$ cat config.mk
export PLATFORM = sky130hd
export DESIGN_NAME = card_grid_flat
export DESIGN_NICKNAME = d
export VERILOG_FILES = /design/src/rtl/card_pkg.sv /design/src/rtl/card_grid_if.sv /design/src/rtl/card_cell.sv /design/src/rtl/card_grid.sv /design/src/flat_wrapper.sv
export SDC_FILE = /design/constraint.sdc
export NUM_CORES = 1
export LEC_CHECK = 0
export BUFFER_PORTS_ARGS = -buffer_cell sky130_fd_sc_hd__buf_2
export CAP_MARGIN = 40
export CORE_UTILIZATION = 54
export CTS_CLUSTER_DIAMETER = 100
export CTS_CLUSTER_SIZE = 24
export DETAILED_ROUTE_END_ITERATION = 10
export PLACE_DENSITY = 0.8
export SETUP_SLACK_MARGIN = 0.5
export SLEW_MARGIN = 0
export SYNTH_ARGS = -nofsm -noshare
export SYNTH_HDL_FRONTEND = slang
export SYNTH_HIERARCHICAL = 1
export SYNTH_SLANG_ARGS = --single-unit
$ cat constraint.sdc
create_clock -name clk -period 4.4 [get_ports clk]
set_input_delay 0.22 -clock clk [delete_from_list [all_inputs] [get_ports clk]]
set_output_delay 0.22 -clock clk [all_outputs]
set_load 0.05 [all_outputs]
$ cat src/rtl/card_pkg.sv
// Shared encodings for the card_grid memory game.
//   ctrl_state_e : controller states (FIRST, SECOND, COMPARE, SHOW_FAIL)
//   card_state_e : per-card state (DOWN, SELECTED, REMOVED)
package card_pkg;

    typedef enum logic [1:0] {
        ST_FIRST     = 2'd0,
        ST_SECOND    = 2'd1,
        ST_COMPARE   = 2'd2,
        ST_SHOW_FAIL = 2'd3
    } ctrl_state_e;

    typedef enum logic [1:0] {
        CARD_DOWN     = 2'd0,
        CARD_SELECTED = 2'd1,
        CARD_REMOVED  = 2'd2
    } card_state_e;

endpackage

$ cat src/rtl/card_grid_if.sv
// Player/display bundle of the card grid.
//   master : drives cursor, select button and face table
//   slave  : drives selection/blink/hidden maps, match pulses, busy, pairs_left, done
interface card_grid_if #(
    parameter int unsigned N_CARDS = 16,
    parameter int unsigned ID_W    = 3
);
    localparam int unsigned IDX_W = $clog2(N_CARDS);
    localparam int unsigned CNT_W = $clog2(N_CARDS / 2 + 1);

    logic [IDX_W-1:0]        cur_idx;
    logic                    s;
    logic [N_CARDS*ID_W-1:0] faces;
    logic [N_CARDS-1:0]      sel;
    logic [N_CARDS-1:0]      blink;
    logic [N_CARDS-1:0]      hidden;
    logic                    match_ok;
    logic                    match_fail;
    logic                    busy;
    logic [CNT_W-1:0]        pairs_left;
    logic                    done;

    modport master (
        output cur_idx, s, faces,
        input  sel, blink, hidden, match_ok, match_fail, busy, pairs_left, done
    );

    modport slave (
        input  cur_idx, s, faces,
        output sel, blink, hidden, match_ok, match_fail, busy, pairs_left, done
    );

endinterface

$ cat src/rtl/card_cell.sv
// State of one card: face down, selected (face up) or removed.
//   clk, rst   : clock, synchronous active-high reset
//   set_sel    : turn a face-down card up
//   clr_sel    : turn a selected card back down
//   set_hidden : remove the card (wins over clr_sel)
//   sel, hidden: decoded state
module card_cell
    import card_pkg::*;
(
    input  logic clk,
    input  logic rst,
    input  logic set_sel,
    input  logic clr_sel,
    input  logic set_hidden,
    output logic sel,
    output logic hidden
);

    card_state_e state_q;

    // Removal has priority so a matched pair never flashes back face down.
    always_ff @(posedge clk) begin
        if (rst) begin
            state_q <= CARD_DOWN;
        end else if (set_hidden) begin
            state_q <= CARD_REMOVED;
        end else if (clr_sel && state_q == CARD_SELECTED) begin
            state_q <= CARD_DOWN;
        end else if (set_sel && state_q == CARD_DOWN) begin
            state_q <= CARD_SELECTED;
        end
    end

    assign sel    = (state_q == CARD_SELECTED);
    assign hidden = (state_q == CARD_REMOVED);

endmodule

$ cat src/rtl/card_grid.sv
// Memory-game controller: pick two cards, remove them if their faces match,
// otherwise show them for FAIL_HOLD cycles and turn them back down.
//   clk, rst : clock, synchronous active-high reset
//   bus      : card_grid_if slave (cursor, select button, faces in;
//              sel/blink/hidden maps, match pulses, busy, pairs_left, done out)
module card_grid
    import card_pkg::*;
#(
    parameter int unsigned N_CARDS   = 16,
    parameter int unsigned ID_W      = 3,
    parameter int unsigned BLINK_DIV = 4,
    parameter int unsigned FAIL_HOLD = 8
) (
    input  logic       clk,
    input  logic       rst,
    card_grid_if.slave bus
);

    localparam int unsigned IDX_W  = $clog2(N_CARDS);
    localparam int unsigned SPAN   = 1 << IDX_W;
    localparam int unsigned CNT_W  = $clog2(N_CARDS / 2 + 1);
    localparam int unsigned BLK_W  = (BLINK_DIV > 1) ? $clog2(BLINK_DIV) : 1;
    localparam int unsigned HOLD_W = (FAIL_HOLD > 1) ? $clog2(FAIL_HOLD) : 1;

    ctrl_state_e        state_q;
    logic               s_q;
    logic [IDX_W-1:0]   a_q;
    logic [IDX_W-1:0]   b_q;
    logic [HOLD_W-1:0]  hold_q;
    logic [BLK_W-1:0]   blink_cnt_q;
    logic               phase_q;
    logic [N_CARDS-1:0] blink_q;
    logic               match_ok_q;
    logic               match_fail_q;
    logic               busy_q;
    logic               done_q;
    logic [CNT_W-1:0]   pairs_q;

    logic [N_CARDS-1:0] sel_v;
    logic [N_CARDS-1:0] hidden_v;
    logic [SPAN-1:0]    in_range_c;
    logic [SPAN-1:0]    sel_pad_c;
    logic [SPAN-1:0]    hidden_pad_c;
    logic [N_CARDS-1:0] cursor_oh_c;
    logic [N_CARDS-1:0] set_sel_c;
    logic [N_CARDS-1:0] set_hidden_c;
    logic               clr_sel_c;
    logic               sel_event_c;
    logic               take_c;
    logic [ID_W-1:0]    face_a_c;
    logic [ID_W-1:0]    face_b_c;
    logic               faces_eq_c;
    logic               hold_end_c;

    // Cursor values past the last card (non power-of-two grids) are padded out.
    always_comb begin
        in_range_c = '0;
        for (int unsigned j = 0; j < SPAN; j++) begin
            in_range_c[j] = (j < N_CARDS);
        end
    end

    assign sel_pad_c    = SPAN'(sel_v);
    assign hidden_pad_c = SPAN'(hidden_v);
    assign cursor_oh_c  = N_CARDS'(1) << bus.cur_idx;

    assign sel_event_c = bus.s & ~s_q;
    assign take_c      = sel_event_c & ~busy_q & ~done_q
                       & in_range_c[bus.cur_idx]
                       & ~sel_pad_c[bus.cur_idx]
                       & ~hidden_pad_c[bus.cur_idx];

    assign face_a_c   = bus.faces[32'(a_q) * ID_W +: ID_W];
    assign face_b_c   = bus.faces[32'(b_q) * ID_W +: ID_W];
    assign faces_eq_c = (face_a_c == face_b_c);
    assign hold_end_c = (hold_q == HOLD_W'(FAIL_HOLD - 1));

    // Per-card strobes; they land in the cells on the same edge the FSM moves.
    always_comb begin
        set_sel_c    = '0;
        set_hidden_c = '0;
        clr_sel_c    = 1'b0;
        if (take_c) begin
            set_sel_c = cursor_oh_c;
        end
        if (state_q == ST_COMPARE && faces_eq_c) begin
            set_hidden_c = (N_CARDS'(1) << a_q) | (N_CARDS'(1) << b_q);
            clr_sel_c    = 1'b1;
        end
        if (state_q == ST_SHOW_FAIL && hold_end_c) begin
            clr_sel_c = 1'b1;
        end
    end

    for (genvar i = 0; i < N_CARDS; i++) begin : g_cell
        card_cell u_cell (
            .clk       (clk),
            .rst       (rst),
            .set_sel   (set_sel_c[i]),
            .clr_sel   (clr_sel_c),
            .set_hidden(set_hidden_c[i]),
            .sel       (sel_v[i]),
            .hidden    (hidden_v[i])
        );
    end

    // Controller, select edge detector and blink divider.
    always_ff @(posedge clk) begin
        if (rst) begin
            state_q      <= ST_FIRST;
            s_q          <= 1'b0;
            a_q          <= '0;
            b_q          <= '0;
            hold_q       <= '0;
            blink_cnt_q  <= '0;
            phase_q      <= 1'b0;
            blink_q      <= '0;
            match_ok_q   <= 1'b0;
            match_fail_q <= 1'b0;
            busy_q       <= 1'b0;
            done_q       <= 1'b0;
            pairs_q      <= CNT_W'(N_CARDS / 2);
        end else begin
            s_q          <= bus.s;
            match_ok_q   <= 1'b0;
            match_fail_q <= 1'b0;

            if (blink_cnt_q == BLK_W'(BLINK_DIV - 1)) begin
                blink_cnt_q <= '0;
                phase_q     <= ~phase_q;
            end else begin
                blink_cnt_q <= blink_cnt_q + BLK_W'(1);
            end
            blink_q <= phase_q ? (cursor_oh_c & ~sel_v & ~hidden_v) : '0;

            case (state_q)
                ST_FIRST: begin
                    if (take_c) begin
                        a_q     <= bus.cur_idx;
                        state_q <= ST_SECOND;
                    end
                end
                ST_SECOND: begin
                    if (take_c) begin
                        b_q     <= bus.cur_idx;
                        busy_q  <= 1'b1;
                        state_q <= ST_COMPARE;
                    end
                end
                ST_COMPARE: begin
                    if (faces_eq_c) begin
                        match_ok_q <= 1'b1;
                        pairs_q    <= pairs_q - CNT_W'(1);
                        done_q     <= (pairs_q == CNT_W'(1));
                        busy_q     <= 1'b0;
                        state_q    <= ST_FIRST;
                    end else begin
                        match_fail_q <= 1'b1;
                        hold_q       <= '0;
                        state_q      <= ST_SHOW_FAIL;
                    end
                end
                ST_SHOW_FAIL: begin
                    if (hold_end_c) begin
                        busy_q  <= 1'b0;
                        state_q <= ST_FIRST;
                    end else begin
                        hold_q <= hold_q + HOLD_W'(1);
                    end
                end
                default: state_q <= ST_FIRST;
            endcase
        end
    end

    assign bus.sel        = sel_v;
    assign bus.hidden     = hidden_v;
    assign bus.blink      = blink_q;
    assign bus.match_ok   = match_ok_q;
    assign bus.match_fail = match_fail_q;
    assign bus.busy       = busy_q;
    assign bus.pairs_left = pairs_q;
    assign bus.done       = done_q;

endmodule

$ cat src/flat_wrapper.sv
// flat-port wrapper written by rule: the top's interface ports become plain ports
module card_grid_flat import card_pkg::*;
#(
    parameter int unsigned N_CARDS   = 16,
    parameter int unsigned ID_W      = 3,
    parameter int unsigned BLINK_DIV = 4,
    parameter int unsigned FAIL_HOLD = 8
)
  (clk, rst, bus_cur_idx, bus_s, bus_faces, bus_sel, bus_blink, bus_hidden, bus_match_ok, bus_match_fail, bus_busy, bus_pairs_left, bus_done);
  card_grid_if #(.N_CARDS(N_CARDS), .ID_W(ID_W)) bus_i ();
  input  logic clk;
  input  logic rst;
  input wire logic [$bits(bus_i.cur_idx)-1:0] bus_cur_idx;
  input wire logic [$bits(bus_i.s)-1:0] bus_s;
  input wire logic [$bits(bus_i.faces)-1:0] bus_faces;
  output wire logic [$bits(bus_i.sel)-1:0] bus_sel;
  output wire logic [$bits(bus_i.blink)-1:0] bus_blink;
  output wire logic [$bits(bus_i.hidden)-1:0] bus_hidden;
  output wire logic [$bits(bus_i.match_ok)-1:0] bus_match_ok;
  output wire logic [$bits(bus_i.match_fail)-1:0] bus_match_fail;
  output wire logic [$bits(bus_i.busy)-1:0] bus_busy;
  output wire logic [$bits(bus_i.pairs_left)-1:0] bus_pairs_left;
  output wire logic [$bits(bus_i.done)-1:0] bus_done;
  assign bus_i.cur_idx = bus_cur_idx;
  assign bus_i.s = bus_s;
  assign bus_i.faces = bus_faces;
  assign bus_sel = bus_i.sel;
  assign bus_blink = bus_i.blink;
  assign bus_hidden = bus_i.hidden;
  assign bus_match_ok = bus_i.match_ok;
  assign bus_match_fail = bus_i.match_fail;
  assign bus_busy = bus_i.busy;
  assign bus_pairs_left = bus_i.pairs_left;
  assign bus_done = bus_i.done;
  card_grid #(.N_CARDS(N_CARDS), .ID_W(ID_W), .BLINK_DIV(BLINK_DIV), .FAIL_HOLD(FAIL_HOLD)) u_core (.clk(clk), .rst(rst), .bus(bus_i));
endmodule
==> results.json, run 1 <==
{
  "critPathLaunchType": "flop",
  "num-nets-final": 634,
  "grt_setup_unrepaired": "false",
  "finalHoldViolCount": 0,
  "synth_cell_types": 43,
  "die_x_um": 91.77,
  "worstPathRequired_ns": 4.68,
  "ys.warnings.count": 6,
  "clock.fmax_ghz": 0.2862,
  "drive_above_1_share_pct": 30.05,
  "dr.pass1.iters": 5,
  "vias": 3999,
  "min_path_type": "primary input to flop",
  "dpl_worst_slack_ns": 0.9204,
  "antennaDiodeCount": 0,
  "cts_inserted_buffers": 9,
  "postCtsHoldBufs": 0,
  "synth-seq-cells": 73,
  "wire_per_inst_um": 15.58,
  "whs_path_depth": 2,
  "tightest_slew_ns": 0.8032,
  "endpoint_kind": "flop",
  "fin_ws_ns": 0.9057,
  "grt_pass1_wl_um": 17420,
  "ant_nets": 0,
  "root_buffer": "clkbuf_8",
  "ir_drop_mv": 0.1688,
  "die-area_mm2": 0.008422,
  "cts_setup_buffers": 0,
  "drc_errors": 0,
  "p_total_mw": 1.583,
  "multiInputGateArea_mm2": 0.002700,
  "finClkSkew_ns": 0.01600,
  "start_util_pct": 56.02,
  "r2r_setup_slack_ns": 0.91,
  "clk_latency_ns": 0.35,
  "slew_viol_final": 0,
  "finalWeightedCongestion": 0.8520,
  "holdPathEnd": "u_core/s_q$_SDFF_PP0_",
  "power_frac_seq_pct": 45.2,
  "yosysSeqAreaShare_pct": 33.58,
  "cts_buffer_depth": 2,
  "r2r-end": "u_core/bus.done$_SDFFE_PP0P_",
  "status": "finished, final reports clean",
  "post_cts_resized": 0,
  "tns_ns": 0,
  "die_h_um": 91.77,
  "post-dp-hpwl_um": 7850,
  "period_share_pct": 79.41,
  "pwr-share-clk_pct": 36.7,
  "period_minus_slack_ns": 3.494,
  "seqCellArea_mm2": 0.001461,
  "fill_cells": 641,
  "grt_pass1_vias": 3714,
  "critPathKind": "flop to flop",
  "leakagePower_nw": 2.075,
  "overflow": 0,
  "final_core_util_pct": 66.66,
  "row_count": 32,
  "finalNonFillerCells": 681,
  "drt_iter0_markers": 189,
  "max_slew_margin_pct": 46.38,
  "io_pins": 111,
  "io_buffers": 110,
  "dp_cells": 665,
  "crit_fanout": 25,
  "reg2reg_depth": 8,
  "finalSetupViolCount": 0,
  "syn2layout_area_growth_pct": 18.98,
  "antenna_found_initial": 0,
  "cts_tree": "built",
  "cp.arrival_ns": 3.78,
  "p_comb_share_pct": 18.1,
  "maxCapViolCount": 0,
  "cts.sinks": 73,
  "syn_avg_cell_area_um2": 9.181,
  "core_area_mm2": 0.007767,
  "cts_htree_levels": 3,
  "netlist_area_mm2": 0.004352,
  "p_per_area_mw_per_mm2": 305.7,
  "grt_max_degree": 54,
  "clk_pin_slew_ns": 0.08,
  "syn_nets": 534,
  "grt_usage_pct": 25.80,
  "sw_frac_of_total_pct": 27.79,
  "viasPerCell": 5.872,
  "r2r-start": "u_core/b_q[0]$_SDFFE_PP0P_",
  "syn_inst": 474,
  "hold_start": "bus_s",
  "route.final.wire_length_um": 10610,
  "p_int_mw": 1.143,
  "power.switching_mw": 0.4398
}
## cell families after synthesis
logic type | synth area share, %
simple gates | 28.70
flops | 33.58
compound gates | 14.52
buf+inv | 4.456
mux | 15.93
xor+xnor | 1.380
fa+ha+maj | 1.438
## cell type report
type	count	share of cell area (%)
multi-input cells	356	52.15
clock buffers	11	2.731
clock inverters	5	1.522
flip-flops and latches	73	28.23
repair buffers	114	11.45
inverters	20	1.450
well taps	102	2.465
## worst max path at each step
stage	start	to	slack (ns)	cells after the start
6_report	u_core/b_q[0]$_SDFFE_PP0P_	u_core/bus.done$_SDFFE_PP0P_	0.91	8
5_1_grt	u_core/b_q[0]$_SDFFE_PP0P_	u_core/bus.done$_SDFFE_PP0P_	0.64	8
4_1_cts	u_core/b_q[0]$_SDFFE_PP0P_	u_core/bus.done$_SDFFE_PP0P_	0.92	8
3_5_place_dp	u_core/b_q[0]$_SDFFE_PP0P_	u_core/bus.done$_SDFFE_PP0P_	0.92	8
3_3_place_gp	u_core/b_q[0]$_SDFFE_PP0P_	u_core/bus.done$_SDFFE_PP0P_	1.0	8
2_1_floorplan	u_core/b_q[0]$_SDFFE_PP0P_	u_core/g_cell[0].u_cell/state_q[0]$_SDFFE_PP0P_	0.60	8
## synthesized netlist by cell type
cell type   n  share of area [%]
nor3b_1     1               0.17
nand4_2     1               0.29
a21boi_0    1               0.17
o21ai_0     1               0.11
xnor2_1     5                1.0
a22oi_1    20                3.5
nor3b_2     1               0.29
nor4b_1     1               0.20
clkbuf_1   20                1.7
nor2b_1    31                4.5
nor3_1     14                1.6
o41a_1      1               0.26
a22o_1      1               0.20
nand3_1     2               0.23
a211oi_1   11                1.9
nand4b_1    2               0.40
a21oi_1     8               0.92
dfxtp_1    73                 34
a21bo_1     1               0.23
inv_1      20                1.7
nor4_1     17                2.4
or4b_1      1               0.23
mux2_1      1               0.26
mux2_2      1               0.26
and2b_1    16                2.8
a311oi_1    1               0.20
xnor2_2     1               0.37
nor2_1     89                7.7
a221oi_2   16                5.5
o31ai_1     1               0.17
nand2b_1   24                3.5
mux2i_1    13                3.0
nand2_1    14                1.2
or2_0       1               0.14
a32oi_1     4               0.80
and2_1      3               0.43
ha_1        5                1.4
buf_2       2               0.23
a31oi_1     4               0.57
buf_6       3               0.78
mux4_2     24                 12
or2_1      16                2.3
and3b_1     2               0.40
## metrics by stage
step / cell area [µm²] / hold slack [ns]
finish: 5177 / 0.1135
CTS: 5177 / 0.1071
detailed placement: 4957 / 0.4221
global route: 5177 / 0.1459
global placement: 4937 / 0.4119
floorplan: 4352 / 0.2924
## state kept, by name, indices dropped and copies added (netlist names)
signal                        count
u_core/g_cell.u_cell/state_q     32
u_core/bus.blink                 16
u_core/a_q                        4
u_core/b_q                        4
u_core/bus.pairs_left             4
u_core/hold_q                     3
u_core/blink_cnt_q                2
u_core/state_q                    2
u_core/bus.busy                   1
u_core/bus.done                   1
u_core/bus.match_fail             1
u_core/bus.match_ok               1
u_core/phase_q                    1
u_core/s_q                        1
## critical path, stage by stage (launching register included)
cell and delay (ns):
dfxtp_1 0.85, buf_4 0.28, mux4_2 0.51, a22oi_1 0.19
nand2_1 0.11, xnor2_2 0.20, nand4_2 0.49, or4b_1 0.68
a21oi_1 0.13
## power groups by stage
stage / clock network (mW) / registers [mW] / logic (mW)
global placement: 0 / 0.728 / 0.274
finish: 0.582 / 0.715 / 0.286
floorplan: 0 / 0.721 / 0.215
detailed placement: 0 / 0.730 / 0.283
global route: 0.615 / 0.719 / 0.309
CTS: 0.591 / 0.715 / 0.284
## per-layer routing
metal | vias to the layer above | track usage (%) | wire length, µm
met3 | 27 | 4.643 | 701
met1 | 1884 | 32.13 | 4597
met2 | 188 | 44.36 | 4991
li1 | 1900 | - | -
met4 | 0 | 10.03 | 322
met5 | - | 0 | 0
## cells in the final DEF, fill, tap and decap left out, types with 2 or more instances in the layout
| master | instances |
|---|---|
| and3b_1 | 2 |
| and2b_1 | 16 |
| inv_1 | 20 |
| buf_2 | 110 |
| nor2_1 | 89 |
| a211oi_1 | 11 |
| nand2_1 | 14 |
| ha_1 | 5 |
| nand3_1 | 2 |
| mux2i_1 | 13 |
| xnor2_1 | 5 |
| nor3_1 | 14 |
| dfxtp_1 | 73 |
| bufinv_16 | 2 |
| a31oi_1 | 4 |
| or2_1 | 16 |
| a21oi_1 | 8 |
| nor4_1 | 17 |
| and2_1 | 3 |
| a32oi_1 | 4 |
| nand4b_1 | 2 |
| buf_4 | 3 |
| a221oi_2 | 16 |
| a22oi_1 | 20 |
| nand2b_1 | 24 |
| clkinv_2 | 2 |
| mux4_2 | 24 |
| clkbuf_8 | 10 |
| nor2b_1 | 31 |
Note: power is estimated with default switching activity, not from simulation.
==> run 2, diff against run 1 <==
--- a/config.mk
+++ b/config.mk
@@ -5,9 +5,10 @@
 export SDC_FILE = /design/constraint.sdc
 export NUM_CORES = 1
 export LEC_CHECK = 0
+export ABC_AREA = 1
 export BUFFER_PORTS_ARGS = -buffer_cell sky130_fd_sc_hd__buf_2
 export CAP_MARGIN = 40
-export CORE_UTILIZATION = 54
+export CORE_UTILIZATION = 55
 export CTS_CLUSTER_DIAMETER = 100
 export CTS_CLUSTER_SIZE = 24
 export DETAILED_ROUTE_END_ITERATION = 10
==> constraint.sdc (replaced) <==
create_clock -name clk -period 3.3 [get_ports clk]
set_input_delay 0.165 -clock clk [delete_from_list [all_inputs] [get_ports clk]]
set_output_delay 0.165 -clock clk [all_outputs]
set_load 0.05 [all_outputs]
==> results.json, run 2 <==
{
  "largest_reg_flops": 32,
  "core_area_mm2": 0.008258,
  "final_common_cell": "nand2_1",
  "critPathKind": "flop to flop",
  "cts.sinks": 73,
  "io_pins": 111,
  "cts_tree": "built",
  "synthTopCellsByArea": "dfxtp_1, nand2_1, nor2_1, nand3_1, inv_1",
  "vias": 5663,
  "finalNonFillerCells": 1036,
  "clk_latency_ns": 0.36,
  "slowest_stage": "dfxtp_1",
  "async_reset_ff_share_pct": 0,
  "die_x_um": 94.82,
  "syn_avg_cell_area_um2": 5.771,
  "syn_inst": 821,
  "ant_nets": 0,
  "synth_cell_types": 30,
  "min_path_type": "primary input to flop",
  "ir_drop_mv": 0.3700,
  "cp.arrival_ns": 2.86,
  "cts_inserted_buffers": 9,
  "die_h_um": 94.82,
  "num-nets-final": 986,
  "row_count": 33,
  "yosysTopAreaCell": "dfxtp_1",
  "ys.flop_type": "dfxtp_1",
  "p_per_area_mw_per_mm2": 402.3,
  "cts_htree_levels": 3,
  "status": "finished, final reports clean",
  "die-area_mm2": 0.008990,
  "critPathLaunchType": "flop",
  "finalHoldWorstSlack_ns": 0.02408,
  "start_util_pct": 57.38,
  "wire_per_inst_um": 14.15,
  "dp_cells": 1020,
  "tns_ns": 0,
  "place_area_mm2": 0.005391,
  "slew_viol_final": 0,
  "grt_usage_pct": 33.29,
  "root_buffer": "clkbuf_8",
  "clk_pin_slew_ns": 0.09,
  "grt_setup_unrepaired": "false",
  "period_minus_slack_ns": 2.616,
  "netlist_area_mm2": 0.004738,
  "syn_nets": 881,
  "synth_edf_count": 0,
  "grt_pass1_wl_um": 23250,
  "drive_above_1_share_pct": 17.29,
  "drc_errors": 0,
  "grt_max_degree": 41,
  "syn2layout_area_growth_pct": 19.09,
  "grt_pass1_vias": 5028,
  "overflow": 0,
  "crit_top_cell": "nand2_1",
  "yosysMostFrequentCell": "nand2_1",
  "design_area_mm2": 0.005643,
  "ys.warnings.count": 6,
  "worst-path-buf-inv": 1,
  "cp_cell_sequence": "buf_4 > nand2_1 > nand2_1 > nand2_1 > nand3_1 > nand3_1 > nand2_1 > nand2_1 > nand2_1 > nand4_4 > a21oi_1 > nor2_1 > o21ai_0 > nor2_1",
  "final_cell_mix": "nand2_1, nor2_1, inv_1, buf_2, nand3_1",
  "synth_top_area_share_pct": 30.84,
  "synthTopCellsByCount": "nand2_1, nor2_1, inv_1",
  "leakagePower_nw": 2.983,
  "postCtsHoldBufs": 0,
  "post_cts_resized": 0,
  "synth-seq-cells": 73,
  "largest_register": "u_core/g_cell.u_cell/state_q",
  "dr.pass1.iters": 5,
  "cts_setup_buffers": 0,
  "endpoint_kind": "flop",
  "crit_fanout": 25,
  "io_buffers": 110,
  "viasPerCell": 5.466,
  "clock.fmax_ghz": 0.3823,
  "tightest_slew_ns": 0.6988,
  "cts_buffer_depth": 2,
  "max_stage_delay_ns": 0.52,
  "maxCapViolCount": 0,
  "antenna_found_initial": 0,
  "finalWeightedCongestion": 0.9292,
  "route.final.wire_length_um": 14660,
  "cpLargestDelayFamily": "simple AND/OR/NAND/NOR gates",
  "finalHoldViolCount": 0,
  "finalSetupViolCount": 0,
  "max_slew_margin_pct": 53.30,
  "worstPathRequired_ns": 3.55,
  "drt_iter0_markers": 471,
  "period_share_pct": 79.26,
  "yosysSeqAreaShare_pct": 30.84,
  "antennaDiodeCount": 0,
  "finClkSkew_ns": 0.01537,
  "post-dp-hpwl_um": 10670
}
-- run 2: cell types whose count changed in the layout (fill, tap and decap cells not counted), moves of 20 or more --
cell	before	now
a21oi_1	8	28
nand3_1	2	96
o21ai_0	1	51
mux4_2	24	0
nor2b_1	31	0
nor2_1	89	142
inv_1	20	112
nand2_1	14	214
nand2b_1	24	0
-- run 2: through the flow --
stage / setup slack, ns / power, mW / utilization, %
2_1_floorplan: 0.9858 / 1.311 / -
3_3_place_gp: 0.7627 / 1.454 / 65.29
3_5_place_dp: 0.6624 / 1.468 / 65.29
4_1_cts: 0.6354 / 2.262 / 68.00
5_1_grt: 0.4878 / 2.379 / 68.33
6_report: 0.6844 / 2.270 / 68.33
-- run 2: report_power, final --
part,internal (mW),switching [mW]
Clock,0.432,0.369
Sequential,0.906,0.0189
Combinational,0.166,0.379
-- run 2: cell type report --
cell class | instances | area, µm²
multi-input cells | 600 | 2720
fillers | 769 | 2615
flip-flops and latches | 73 | 1461
repair buffers | 126 | 670.6
inverters | 116 | 435.4
well taps | 105 | 131.4
clock buffers | 9 | 123.9
clock inverters | 7 | 100.1
-- run 2: cell families (layout without fill, tap and decap cells) --
kind of cell               after synthesis  count (layout)  synth area share (%)
and+or+nand+nor                        503             503                 45.47
buffers and inverters                  148             258                 12.33
AOI/OAI and AO/OA                       90              90                 9.664
DFF                                     73              73                 30.84
adders and majority gates                5               5                 1.320
xor gates and xnor gates                 2               2                0.3698
-- run 2: worst reg2reg max path: cells and delay by family, from the launching register on --
family | cells | cell delay [ns]
AO/OA/AOI/OAI | 2 | 0.45
buffers and inverters | 1 | 0.33
flip-flops | 1 | 0.52
AND/OR/NAND/NOR | 11 | 1.22
-- run 2: final timing paths --
| check | end | slack [ns] | depth (start not counted) | from |
|---|---|---|---|---|
| min reg2reg | u_core/blink_cnt_q[0]$_SDFF_PP0_ | 0.44 | 1 | u_core/blink_cnt_q[0]$_SDFF_PP0_ |
| min | u_core/s_q$_SDFF_PP0_ | 0.02 | 3 | bus_s |
| max reg2reg | u_core/g_cell[10].u_cell/state_q[0]$_SDFFE_PP0P_ | 0.68 | 14 | u_core/b_q[0]$_SDFFE_PP0P_ |
| max | u_core/g_cell[10].u_cell/state_q[0]$_SDFFE_PP0P_ | 0.68 | 14 | u_core/b_q[0]$_SDFFE_PP0P_ |
-- run 2: layer usage --
| layer | part of all wire (%) | track usage (%) | vias to the layer above |
|---|---|---|---|
| met3 | 8.7 | 7.005 | 36 |
| li1 | - | - | 2808 |
| met2 | 45 | 54.14 | 265 |
| met5 | 0 | 0 | - |
| met4 | 2.5 | 12.50 | 0 |
| met1 | 44 | 43.06 | 2554 |
